===== src/rtl/divu_pkg.sv =====
// divu_pkg: shared function codes, FSM state encoding and default width for the divider.
// The ZERO state exists only when DIVU_ZERO_DETECT_EN is defined.
package divu_pkg;
  localparam int DEF_WIDTH = 32;
  localparam logic [5:0] FN_ADD   = 6'd32;
  localparam logic [5:0] FN_SUB   = 6'd34;
  localparam logic [5:0] FN_AND   = 6'd36;
  localparam logic [5:0] FN_OR    = 6'd37;
  localparam logic [5:0] FN_SLT   = 6'd42;
  localparam logic [5:0] FN_MFHI  = 6'd16;
  localparam logic [5:0] FN_MFLO  = 6'd18;
  localparam logic [5:0] FN_MULTU = 6'd25;
  localparam logic [5:0] FN_DIVU  = 6'd27;
  typedef enum logic [1:0] {
    IDLE,
    RUN
`ifdef DIVU_ZERO_DETECT_EN
    , ZERO
`endif
  } state_t;
endpackage


===== src/rtl/divu_step.sv =====
// divu_step: one restoring-division iteration on a WIDTH+1-bit shifted partial remainder.
module divu_step #(
  parameter int WIDTH = 32
) (
  input  logic [WIDTH:0]   part,
  input  logic [WIDTH-1:0] divisor,
  output logic [WIDTH-1:0] next_part,
  output logic             q_bit
);
  logic [WIDTH+1:0] diff;
  assign diff      = {1'b0, part} - {2'b0, divisor};
  assign q_bit     = ~diff[WIDTH+1];
  assign next_part = q_bit ? WIDTH'(diff) : part[WIDTH-1:0];
endmodule


===== src/rtl/divu_unit.sv =====
// divu_unit: multi-cycle unsigned restoring divider, one quotient bit per clock, MSB first.
// Optional DIVU_ZERO_DETECT_EN short-circuits a zero divisor in one cycle and flags it.
module divu_unit
  import divu_pkg::*;
#(
  parameter int WIDTH = DEF_WIDTH
) (
  input  logic             clk,
  input  logic             reset,
  input  logic [WIDTH-1:0] dataA,
  input  logic [WIDTH-1:0] dataB,
  input  logic [5:0]       Signal,
  output logic [WIDTH-1:0] quotient,
  output logic [WIDTH-1:0] remainder,
  output logic             busy,
  output logic             done,
  output logic             div_by_zero
);
  localparam int CW = $clog2(WIDTH);
  localparam logic [CW-1:0] LAST = CW'(WIDTH - 1);
  state_t           state;
  logic [WIDTH-1:0] acc;
  logic [WIDTH-1:0] dvs;
  logic [WIDTH-1:0] part;
  logic [CW-1:0]    cnt;
  logic [WIDTH-1:0] next_part;
  logic             q_bit;
  // acc shifts dividend bits out of the top while quotient bits enter at the bottom
  divu_step #(.WIDTH(WIDTH)) u_step (
    .part      ({part, acc[WIDTH-1]}),
    .divisor   (dvs),
    .next_part (next_part),
    .q_bit     (q_bit)
  );
  always_ff @(posedge clk or negedge reset) begin
    if (!reset) begin
      state     <= IDLE;
      acc       <= '0;
      dvs       <= '0;
      part      <= '0;
      cnt       <= '0;
      quotient  <= '0;
      remainder <= '0;
      busy      <= 1'b0;
      done      <= 1'b0;
`ifdef DIVU_ZERO_DETECT_EN
      div_by_zero <= 1'b0;
`endif
    end else begin
      done <= 1'b0;
      case (state)
        IDLE: if (Signal == FN_DIVU) begin
          acc  <= dataA;
          dvs  <= dataB;
          part <= '0;
          cnt  <= '0;
          busy <= 1'b1;
`ifdef DIVU_ZERO_DETECT_EN
          state <= (dataB == '0) ? ZERO : RUN;
`else
          state <= RUN;
`endif
        end
        RUN: begin
          acc  <= {acc[WIDTH-2:0], q_bit};
          part <= next_part;
          cnt  <= cnt + 1'b1;
          if (cnt == LAST) begin
            quotient  <= {acc[WIDTH-2:0], q_bit};
            remainder <= next_part;
            done      <= 1'b1;
            busy      <= 1'b0;
            state     <= IDLE;
`ifdef DIVU_ZERO_DETECT_EN
            div_by_zero <= 1'b0;
`endif
          end
        end
`ifdef DIVU_ZERO_DETECT_EN
        ZERO: begin
          quotient    <= '1;
          remainder   <= acc;
          div_by_zero <= 1'b1;
          done        <= 1'b1;
          busy        <= 1'b0;
          state       <= IDLE;
        end
`endif
        default: state <= IDLE;
      endcase
    end
  end
`ifndef DIVU_ZERO_DETECT_EN
  assign div_by_zero = 1'b0;
`endif
endmodule


===== config.mk =====
export PLATFORM = sky130hd
export DESIGN_NAME = divu_unit
export DESIGN_NICKNAME = d
export VERILOG_FILES = /design/src/rtl/divu_pkg.sv /design/src/rtl/divu_step.sv /design/src/rtl/divu_unit.sv
export SDC_FILE = /design/constraint.sdc
export NUM_CORES = 1
export LEC_CHECK = 0
export ABC_AREA = 1
export CORE_MARGIN = 5
export CORE_UTILIZATION = 55
export CTS_CLUSTER_DIAMETER = 200
export CTS_CLUSTER_SIZE = 20
export DETAILED_ROUTE_END_ITERATION = 10
export MAX_ROUTING_LAYER = met4
export PLACE_DENSITY = 0.86
export SYNTH_ARGS = -nofsm -noshare
export SYNTH_HDL_FRONTEND = slang
export SYNTH_SLANG_ARGS = --single-unit

===== constraint.sdc =====
create_clock -name clk -period 2.7 [get_ports clk]
set_input_delay 0.81 -clock clk [delete_from_list [all_inputs] [get_ports clk]]
set_output_delay 0.81 -clock clk [all_outputs]
set_load 0.02 [all_outputs]

==> summary.txt <==
Logic synthesis
  • Top post-synthesis cells by area: dfrtp_1 (45%), nand2_1 (22%), inv_1 (7.2%)
  • Syn. warnings: 0
  • Yosys top cell area share: 44.7%
  • EDFF count, synth: 0
  • Main synth FF type: dfrtp_1
  • Mean post-synth cell area: 7.31 um^2
  • FFs w/ async S/R, synth: 100%
  • Netlist cell types: 37
  • Commonest cells in the netlist: nand2_1 (551), inv_1 (180), dfrtp_1 (167), o21ai_0 (56), nand3_1 (55)
  • Register bit total from synthesis: 167
  • Most frequent cell after synthesis: nand2_1
  • Post-synthesis cell area: 9340 um^2
  • Mapped Cells: 1278
  • Mapped Nets: 1385
  • Seq/Total Area, Yosys: 44.7%
  • Area leader, netlist: dfrtp_1

Pwr
  • Pwr Total: 11.6 mW
  • Clock share of power: 21.7%
  • NetSw: 4.88 mW
  • Reg power frac: 33.1%
  • Pwr per Cell Area: 1000 nW/um^2
  • Pleak: 6.05 nW
  • Int Pwr: 6.68 mW
  • Switching Share: 42.2%
  • Comb power frac: 45.2%
  • Max VDD drop: 0.000567 V

Placed design
  • Post-placement cell count: 1610
  • Area after DPL: 10900 um^2
  • Placer Congestion: 0.927
  • PortBufs: 137
  • Detailed Place HPWL: 17600 um

Global routing
  • Initial antenna violation count: 1
  • Global-route wire length before repair: 40800 um
  • Global Route Usage Sum: 26.0%
  • Vias in the first global route: 8542
  • Largest net degree at the start of global routing: 97
  • Congestion Overflow GR: 0

Floorplanning
  • # rows: 47
  • DIE WIDTH: 140 um
  • Core box area: 16600 um^2
  • Initial Utilization: 56.1%
  • Die Y: 140 um
  • I/O pins: 139
  • Die area: 19700 um^2

Critical path
  • Crit path max fanout: 21
  • CP Launch Type: flop
  • End of the worst register-to-register path: remainder[4]$_DFFE_PN0P_
  • Worst Setup SP: part[18]$_DFFE_PN0P_
  • Nature of the critical path endpoint: flop
  • Crit path DAT: 2.81 ns
  • RR Startpoint: part[18]$_DFFE_PN0P_
  • Worst R2R Setup Slack: 0.20 ns
  • Worst Setup Path Type: flop to flop
  • Crit path to: remainder[4]$_DFFE_PN0P_
  • R2R depth: 11
  • Crit path required time: 3.02 ns

Timing
  • Setup-failing EPs final: 0
  • Period minus WS final: 2.50 ns
  • Final clock period utilization by the worst path: 92.4%
  • Skew final: 0.00811 ns
  • Fmax: 401 MHz
  • Setup TNS: 0 ns
  • Relative slew slack: 38.3%
  • Tightest Pin Transition: 0.926 ns
  • RSZ-0062 raised after global routing: false
  • Slew Limit Fails: 0
  • Worst hold slack: 0.312 ns
  • Final Hold Vio Count: 0

Clock tree
  • Clk Latency, worst-skew pair: 0.44 ns
  • Post-CTS setup buffer count: 0
  • H-tree depth: 4
  • Hold buffers post-CTS: 0
  • Clk sink count: 167
  • Clk slew on worst S/H paths: 0.07 ns
  • Root Buffer: clkbuf_16
  • CTS Buf Count: 17
  • Clk buf depth: 2
  • Resized Gates After CTS: 0
  • CTS tree: done

Routing
  • Drt wl/cell: 14.8 um
  • Drt pass-1 iters: 6
  • Via-to-Cell Ratio: 5.17
  • DRT antenna net count: 0
  • Via count: 8500
  • DRT Wirelength: 24200 um
  • Initial drt markers: 678
  • DRC Markers: 0

Layout
  • Final net count: 1516
  • Final instance area: 11600 um^2
  • Layout Cells excl Fill: 1643
  • Area Growth Syn to Fin: 23.7%
  • Share of post-route cells with drive strength above 1: 5.49%

Worst hold path
  • Hold Crit Class: input port to asynchronous set/reset pin

Run status
  • Status: finished clean

Job
  • Max Cap Viol: 0
layout by cell type, fill, tap and decap left out, types with 2 or more instances in the layout:
cell type / n
nor2_2: 2
nand4_1: 7
o21bai_1: 2
ha_1: 34
clkbuf_16: 17
or2_2: 2
xnor2_1: 7
a22o_1: 2
nand2_2: 15
clkdlybuf4s50_1: 136
clkinv_8: 4
nand3b_1: 6
a21oi_1: 21
dfrtp_1: 167
nand2_1: 550
o21ai_1: 11
inv_6: 2
nand3_1: 55
xor2_1: 7
nor3_1: 3
o21ai_0: 56
buf_12: 3
inv_8: 4
o221ai_1: 31
or2_1: 8
and2_1: 13
inv_2: 2
buf_4: 16
clkinv_4: 2
clkinv_1: 2
inv_12: 3
inv_1: 180
nor2_1: 42
routing by layer:
layer / vias to the layer above / global-route usage, % / wire (um)
met5: - / - / 0
met4: 0 / 9.18 / 636
met3: 50 / 5.11 / 1260
met2: 233 / 42.4 / 11800
met1: 3985 / 32.6 / 10600
li1: 4232 / - / -
flip-flops by register name, summed over array words and instances, names as in the netlist:
signal	flops
acc	32
busy	1
cnt	5
done	1
dvs	32
part	32
quotient	32
remainder	32
power groups by stage:
stage	clock network, mW	logic (mW)	registers, mW
after floorplan	0	3.18	4.16
after global placement	0	5.00	3.82
after detailed placement	0	5.16	3.85
after CTS	2.54	5.21	3.82
after global routing	2.66	5.85	3.93
final	2.51	5.22	3.83
stage by stage:
| step | worst slack, ns | util [%] |
|---|---|---|
| floorplan | 0.581 | - |
| global placement | 0.137 | 65.7 |
| detailed placement | 0.0587 | 65.7 |
| CTS | 0.201 | 69.4 |
| global route | 0.0149 | 69.5 |
| finish | 0.204 | 69.5 |
area by class of cell:
cell class / instances / area (um^2)
multi-input cells: 882 / 4230
well taps: 220 / 275
clock inverters: 15 / 193
diodes: 1 / 2.50
clock buffers: 17 / 425
repair buffers: 156 / 1550
fillers: 1350 / 5080
inverters: 185 / 699
flip-flops and latches: 167 / 4180
critical path, stage by stage (launching register included):
cell,delay [ns]
dfrtp_1,0.41
ha_1,0.35
nand2_1,0.14
inv_1,0.05
a21oi_1,0.21
o21bai_1,0.13
a21oi_2,0.27
nand2_8,0.18
buf_4,0.21
or2_1,0.24
nand3_1,0.09
nand2_1,0.08
how the worst min path moves through the flow:
stage | start | to | slack [ns]
3_3_place_gp | remainder[0]$_DFFE_PN0P_ | remainder[0]$_DFFE_PN0P_ | 0.46
4_1_cts | reset | remainder[7]$_DFFE_PN0P_ | 0.33
6_report | reset | dvs[9]$_DFFE_PN0P_ | 0.31
5_1_grt | reset | dvs[9]$_DFFE_PN0P_ | 0.35
3_5_place_dp | remainder[19]$_DFFE_PN0P_ | remainder[19]$_DFFE_PN0P_ | 0.46
2_1_floorplan | dvs[0]$_DFFE_PN0P_ | dvs[0]$_DFFE_PN0P_ | 0.45
cells by family (layout without fill, tap and decap cells):
group	count (synthesis)	count (layout)	synth area share, %
compound gates	125	125	8.14
xor+xnor	14	14	1.31
fa+ha+maj	35	35	4.77
buf+inv	229	373	10.1
flops	167	167	44.7
other cells	1	2	0.0401
simple gates	707	707	30.9
(Power assumes the default switching activity.)
